$ cat src/rtl/miriscv_mem_pkg.sv
// Shared types for the miriscv RAM arbiter: port identifiers, lock FSM states
// and the request bundle that every requester presents to the arbiter.
package miriscv_mem_pkg;

  typedef enum logic [1:0] {
    PORT_INSTR = 2'd0,
    PORT_DATA  = 2'd1,
    PORT_LOAD  = 2'd2
  } port_e;

  typedef enum logic {
    ARB_RUN,
    ARB_LOCKED
  } arb_state_e;

  // Wide enough for any supported ADDR_W; narrower addresses are zero-extended.
  localparam int unsigned REQ_ADDR_W = 64;

  typedef struct packed {
    logic                  req;
    logic                  we;
    logic [3:0]            be;
    logic [REQ_ADDR_W-1:0] addr;
    logic [31:0]           wdata;
  } mem_req_t;

  function automatic mem_req_t pack_req(
    input logic                  req,
    input logic                  we,
    input logic [3:0]            be,
    input logic [REQ_ADDR_W-1:0] addr,
    input logic [31:0]           wdata
  );
    mem_req_t r;
    r.req   = req;
    r.we    = we;
    r.be    = be;
    r.addr  = addr;
    r.wdata = wdata;
    return r;
  endfunction

endpackage

$ cat src/rtl/miriscv_rr_arb2.sv
// Two-input round-robin arbiter between core instruction fetch and data port.
// The port granted last loses the next conflict; a lone request always wins.
module miriscv_rr_arb2
  import miriscv_mem_pkg::*;
(
  input  logic clk_i,
  input  logic rst_n_i,
  input  logic en_i,
  input  logic i_req_i,
  input  logic d_req_i,
  output logic i_gnt_o,
  output logic d_gnt_o
);

  // 0: instruction port was granted last, 1: data port was granted last
  logic r_rr_last_data;
  logic w_i_gnt;
  logic w_d_gnt;

  always_comb begin
    w_i_gnt = en_i & i_req_i & (~d_req_i |  r_rr_last_data);
    w_d_gnt = en_i & d_req_i & (~i_req_i | ~r_rr_last_data);
  end

  always_ff @(posedge clk_i or negedge rst_n_i) begin
    if (!rst_n_i) begin
      r_rr_last_data <= 1'b0;
    end else if (w_i_gnt) begin
      r_rr_last_data <= 1'b0;
    end else if (w_d_gnt) begin
      r_rr_last_data <= 1'b1;
    end
  end

  assign i_gnt_o = w_i_gnt;
  assign d_gnt_o = w_d_gnt;

endmodule

$ cat src/rtl/miriscv_ram_arbiter.sv
// Arbitrates the single-port program/data RAM between core fetch, core LSU and
// an external loader, with a loader lock and one-cycle response routing.
module miriscv_ram_arbiter
  import miriscv_mem_pkg::*;
#(
  parameter int unsigned RAM_SIZE = 512,
  parameter int unsigned ADDR_W   = 32
) (
  input  logic                        clk_i,
  input  logic                        rst_n_i,

  input  logic                        i_req_i,
  input  logic                        i_we_i,
  input  logic [3:0]                  i_be_i,
  input  logic [ADDR_W-1:0]           i_addr_i,
  input  logic [31:0]                 i_wdata_i,
  output logic                        i_gnt_o,
  output logic                        i_rvalid_o,
  output logic                        i_err_o,
  output logic [31:0]                 i_rdata_o,

  input  logic                        d_req_i,
  input  logic                        d_we_i,
  input  logic [3:0]                  d_be_i,
  input  logic [ADDR_W-1:0]           d_addr_i,
  input  logic [31:0]                 d_wdata_i,
  output logic                        d_gnt_o,
  output logic                        d_rvalid_o,
  output logic                        d_err_o,
  output logic [31:0]                 d_rdata_o,

  input  logic                        l_req_i,
  input  logic                        l_we_i,
  input  logic [3:0]                  l_be_i,
  input  logic [ADDR_W-1:0]           l_addr_i,
  input  logic [31:0]                 l_wdata_i,
  output logic                        l_gnt_o,
  output logic                        l_rvalid_o,
  output logic                        l_err_o,
  output logic [31:0]                 l_rdata_o,

  input  logic                        l_lock_i,
  output logic                        locked_o,

  output logic                        ram_req_o,
  output logic                        ram_we_o,
  output logic [3:0]                  ram_be_o,
  output logic [$clog2(RAM_SIZE)-1:0] ram_addr_o,
  output logic [31:0]                 ram_wdata_o,
  input  logic [31:0]                 ram_rdata_i
);

  localparam int unsigned AW = $clog2(RAM_SIZE);

  arb_state_e r_state;
  arb_state_e w_state_nxt;

  mem_req_t   w_i_req;
  mem_req_t   w_d_req;
  mem_req_t   w_l_req;
  mem_req_t   w_win;
  port_e      w_win_port;

  logic       w_core_en;
  logic       w_i_gnt;
  logic       w_d_gnt;
  logic       w_l_gnt;
  logic       w_in_range;
  logic       w_unused;

  logic       r_resp_valid;
  port_e      r_resp_owner;
  logic       r_resp_err;
  logic [31:0] w_resp_rdata;

  // Lock FSM
  always_ff @(posedge clk_i or negedge rst_n_i) begin
    if (!rst_n_i) begin
      r_state <= ARB_RUN;
    end else begin
      r_state <= w_state_nxt;
    end
  end

  always_comb begin
    w_state_nxt = r_state;
    case (r_state)
      ARB_RUN:    if (l_lock_i)  w_state_nxt = ARB_LOCKED;
      ARB_LOCKED: if (!l_lock_i) w_state_nxt = ARB_RUN;
      default:    w_state_nxt = ARB_RUN;
    endcase
  end

  always_comb begin
    locked_o = (r_state == ARB_LOCKED);
  end

  // Grants are also gated by reset so every output reads 0 while it is held.
  always_comb begin
    w_i_req   = pack_req(i_req_i, 1'b0,   i_be_i, REQ_ADDR_W'(i_addr_i), i_wdata_i);
    w_d_req   = pack_req(d_req_i, d_we_i, d_be_i, REQ_ADDR_W'(d_addr_i), d_wdata_i);
    w_l_req   = pack_req(l_req_i, l_we_i, l_be_i, REQ_ADDR_W'(l_addr_i), l_wdata_i);
    w_l_gnt   = rst_n_i & w_l_req.req;
    w_core_en = rst_n_i & ~w_l_req.req & (r_state == ARB_RUN);
  end

  miriscv_rr_arb2 u_rr_arb2 (
    .clk_i   (clk_i),
    .rst_n_i (rst_n_i),
    .en_i    (w_core_en),
    .i_req_i (w_i_req.req),
    .d_req_i (w_d_req.req),
    .i_gnt_o (w_i_gnt),
    .d_gnt_o (w_d_gnt)
  );

  always_comb begin
    w_win      = '0;
    w_win_port = PORT_INSTR;
    if (w_l_gnt) begin
      w_win      = w_l_req;
      w_win_port = PORT_LOAD;
    end else if (w_d_gnt) begin
      w_win      = w_d_req;
      w_win_port = PORT_DATA;
    end else if (w_i_gnt) begin
      w_win      = w_i_req;
      w_win_port = PORT_INSTR;
    end
  end

  // RAM_SIZE is a power of two, so word < RAM_SIZE means all higher word bits are 0.
  always_comb begin
    w_in_range  = (w_win.addr[REQ_ADDR_W-1:AW+2] == '0);
    ram_req_o   = 1'b0;
    ram_we_o    = 1'b0;
    ram_be_o    = '0;
    ram_addr_o  = '0;
    ram_wdata_o = '0;
    if (w_win.req && w_in_range) begin
      ram_req_o   = 1'b1;
      ram_we_o    = w_win.we;
      ram_be_o    = w_win.be;
      ram_addr_o  = w_win.addr[AW+1:2];
      ram_wdata_o = w_win.wdata;
    end
  end

  assign w_unused = ^{i_we_i, w_win.addr[1:0]};

  always_comb begin
    i_gnt_o = w_i_gnt;
    d_gnt_o = w_d_gnt;
    l_gnt_o = w_l_gnt;
  end

  always_ff @(posedge clk_i or negedge rst_n_i) begin
    if (!rst_n_i) begin
      r_resp_valid <= 1'b0;
      r_resp_owner <= PORT_INSTR;
      r_resp_err   <= 1'b0;
    end else begin
      r_resp_valid <= w_win.req;
      r_resp_owner <= w_win_port;
      r_resp_err   <= w_win.req & ~w_in_range;
    end
  end

  always_comb begin
    w_resp_rdata = r_resp_err ? '0 : ram_rdata_i;
    i_rvalid_o   = r_resp_valid && (r_resp_owner == PORT_INSTR);
    d_rvalid_o   = r_resp_valid && (r_resp_owner == PORT_DATA);
    l_rvalid_o   = r_resp_valid && (r_resp_owner == PORT_LOAD);
    i_err_o      = i_rvalid_o & r_resp_err;
    d_err_o      = d_rvalid_o & r_resp_err;
    l_err_o      = l_rvalid_o & r_resp_err;
    i_rdata_o    = i_rvalid_o ? w_resp_rdata : '0;
    d_rdata_o    = d_rvalid_o ? w_resp_rdata : '0;
    l_rdata_o    = l_rvalid_o ? w_resp_rdata : '0;
  end

endmodule

$ cat config.mk
export PLATFORM = sky130hd
export DESIGN_NAME = miriscv_ram_arbiter
export DESIGN_NICKNAME = d
export VERILOG_FILES = /design/src/rtl/miriscv_mem_pkg.sv /design/src/rtl/miriscv_rr_arb2.sv /design/src/rtl/miriscv_ram_arbiter.sv
export SDC_FILE = /design/constraint.sdc
export NUM_CORES = 1
export LEC_CHECK = 0
export BUFFER_PORTS_ARGS = -buffer_cell sky130_fd_sc_hd__buf_2
export CAP_MARGIN = 20
export CORE_AREA = 5 5 151 153
export CTS_CLUSTER_DIAMETER = 50
export DETAILED_ROUTE_END_ITERATION = 16
export DIE_AREA = 0 0 156 158
export GPL_ROUTABILITY_DRIVEN = 0
export PLACE_DENSITY = 0.44
export SLEW_MARGIN = 20
export SYNTH_ARGS = -nofsm -noshare
export SYNTH_HDL_FRONTEND = slang
export SYNTH_SLANG_ARGS = --single-unit
$ cat constraint.sdc
create_clock -name clk_i -period 4.5 [get_ports clk_i]
set_clock_uncertainty 0.05 [all_clocks]
set_input_delay 0.9 -clock clk_i [delete_from_list [all_inputs] [get_ports clk_i]]
set_output_delay 0.9 -clock clk_i [all_outputs]
set_load 0.02 [all_outputs]
==> results.ini <==
[worst_setup_path]
cp_max_fo=13
timing.critical_path.mode_cell=buf_2
cp-startpoint=rst_n_i
crit_arrival_ns=3.11
slowest_delay_ns=0.50
worst_setup_path_end_kind=output pin
cp_slowest_cell=nor4_1
cp_cell_sequence=buf_2 -> nor3b_1 -> a22oi_1 -> nor4_1 -> o22ai_4 -> buf_4 -> nor3_1 -> buf_2
r2r_slack_ns=2.40
startpoint_type=input port
r2r-end=r_resp_err
rr_startpoint=locked_o
r2r_cells=5
worstSetupEndpoint=ram_wdata_o[9]
cp.required_ns=3.55
critical_path_class=in2out

[floorplan]
num_rows=54
core-area_mm2=0.0214
dieArea_mm2=0.0246
start_util=0.0893
pin_count=398
die-height_um=158
die_w_um=156

[yosys]
synthXorXnorAreaFrac=0
synth_fp_nets=566
yosysTopAreaCell=a222oi_1
netlist_instances=321
synth_top_family_by_area=simple AND/OR/NAND/NOR gates
synth-edff-count=0
synthTopCellsByCount=102 x nor2_1, 45 x a222oi_1, 38 x nand2_1, 30 x clkbuf_1, 29 x nor3_1
netlist_area_mm2=0.00191
synthAdderAreaFrac=0
synth_compound_area_frac=0.268
synthDistinctLibCells=30
synth_area_per_cell_um2=5.96
synth-simple-area-share=0.548
ys_top_cells_by_area=a222oi_1 24%, nor2_1 20%, nor3_2 10%
synth_seq_area_share=0.0785
yosysMostFrequentCell=nor2_1
async_flop_share=1.00
yosys_most_used_dff=dfrtp_1
synth.area.mux_share=0
synth_top_area_frac=0.236
yosys_warnings=0
ys_ff_latch=6

[sta]
fin_ws_ns=0.440
final_hold_viol_count=0
setup_tns_ns=0
fin_crit_ns=4.06
rsz0062_at_grt=no
fmax_ghz=0.246
finalSetupViolCount=0
post-route-period-util=0.902
holdWs_ns=0.450
slew_headroom=0.521
final_max_slew_viol_count=0
worstMarginPinSlew_ns=0.718

[routing]
vias=4010
vias_per_cell=4.16
drtIter0Drc=401
first_pass_iters=8
wl_um=15900
wire_per_inst_um=16.5
ant_nets=0
drc=0

[pwr]
irDropWorstVdd_uv=85.9
power_density_mw_per_mm2=135
p_leak_nw=2.50

[job]
maxCapViolCount=0

[cts]
clkSinkCount=6
root_buffer=clkbuf_16
cts_htree_levels=1
cts_setup_buffers=0
cts_tree=yes
clock_latency_ns=0.23
cts_resized=0
numCtsBuffers=3
path_clk_slew_ns=0.03
cts_hold_buffers=0
clock_path_buffers=2

[placed_design]
pre_cts_ws_ns=0.348
place_area_mm2=0.00417
portBuffers=390
dp.final_hpwl_um=13700

[min_path]
min_path_type=in2async

[global_routing]
antenna_found_initial=4
grt_pass1_vias=3829
grt_pass1_wl_um=21500
groute.usage.overall=0.110
grt_overflow=0
grt_max_degree=49

[finish]
final_net_count=932
diodes=0
syn_to_final_growth_pct=122
drive_gt1_frac=0.629
fin_area_mm2=0.00425

[status]
outcome=complete, no violations

[sequential cells by signal (all words and copies together), names as in the netlist]
register / count
r_resp_err: 1
r_resp_valid: 1
locked_o: 1
u_rr_arb2.r_rr_last_data: 1
r_resp_owner: 2
[layer usage]
metal | GRT usage | part of all wire | vias to the layer above
met4 | 0.0225 | 0.011 | 2
met5 | 0 | 0.00082 | -
met3 | 0.0186 | 0.10 | 14
met1 | 0.130 | 0.38 | 1780
li1 | - | - | 1932
met2 | 0.208 | 0.50 | 282
[cell families (layout without fill, tap and decap cells)]
logic type | Yosys count | in the layout
simple gates | 216 | 216
buf+inv | 46 | 410
compound gates | 53 | 53
flops | 6 | 6
[through the flow]
stage               utilization  std cells  total power [W]
floorplan                     -        321         0.000240
detailed placement        0.195        962         0.000437
CTS                       0.198        965         0.000582
finish                    0.198        965         0.000573
global placement          0.195        962         0.000434
global route              0.198        965         0.000610
[power breakdown]
part           switching [W]  internal, W
Sequential        0.00000294    0.0000590
Clock              0.0000290     0.000114
Combinational       0.000218     0.000150
[worst min path at each step]
stage	start	to	slack [ns]	cells past startpoint
after floorplan	u_rr_arb2.r_rr_last_data	u_rr_arb2.r_rr_last_data	0.40	2
after global placement	u_rr_arb2.r_rr_last_data	u_rr_arb2.r_rr_last_data	0.45	2
after detailed placement	u_rr_arb2.r_rr_last_data	u_rr_arb2.r_rr_last_data	0.45	2
after CTS	rst_n_i	locked_o	0.46	1
after global routing	rst_n_i	locked_o	0.46	1
final	rst_n_i	locked_o	0.45	1
[layout by cell type, fill, tap and decap left out, types with 5 or more instances in the layout]
cell type  count
nor3_1        29
nor2_1       102
buf_2        390
nor3_2        20
nor4_1        11
nand2_1       38
inv_1          5
a222oi_1      45
dfrtp_1        6
buf_4          8
[critical path: cells and delay by family]
family / cells / cell delay [ns]
AO/OA/AOI/OAI: 2 / 0.44
buffers and inverters: 3 / 0.64
AND/OR/NAND/NOR: 3 / 1.12
[final cells by class]
cell class / instances / area, um^2
Inverter: 6 / 22.5
Timing Repair Buffer: 401 / 2070
Tap cell: 280 / 350
Multi-Input combinational cell: 269 / 1580
Clock buffer: 3 / 75.1
Fill cell: 2486 / 17200
Sequential cell: 6 / 150
Power figures use the tool's default switching activity.
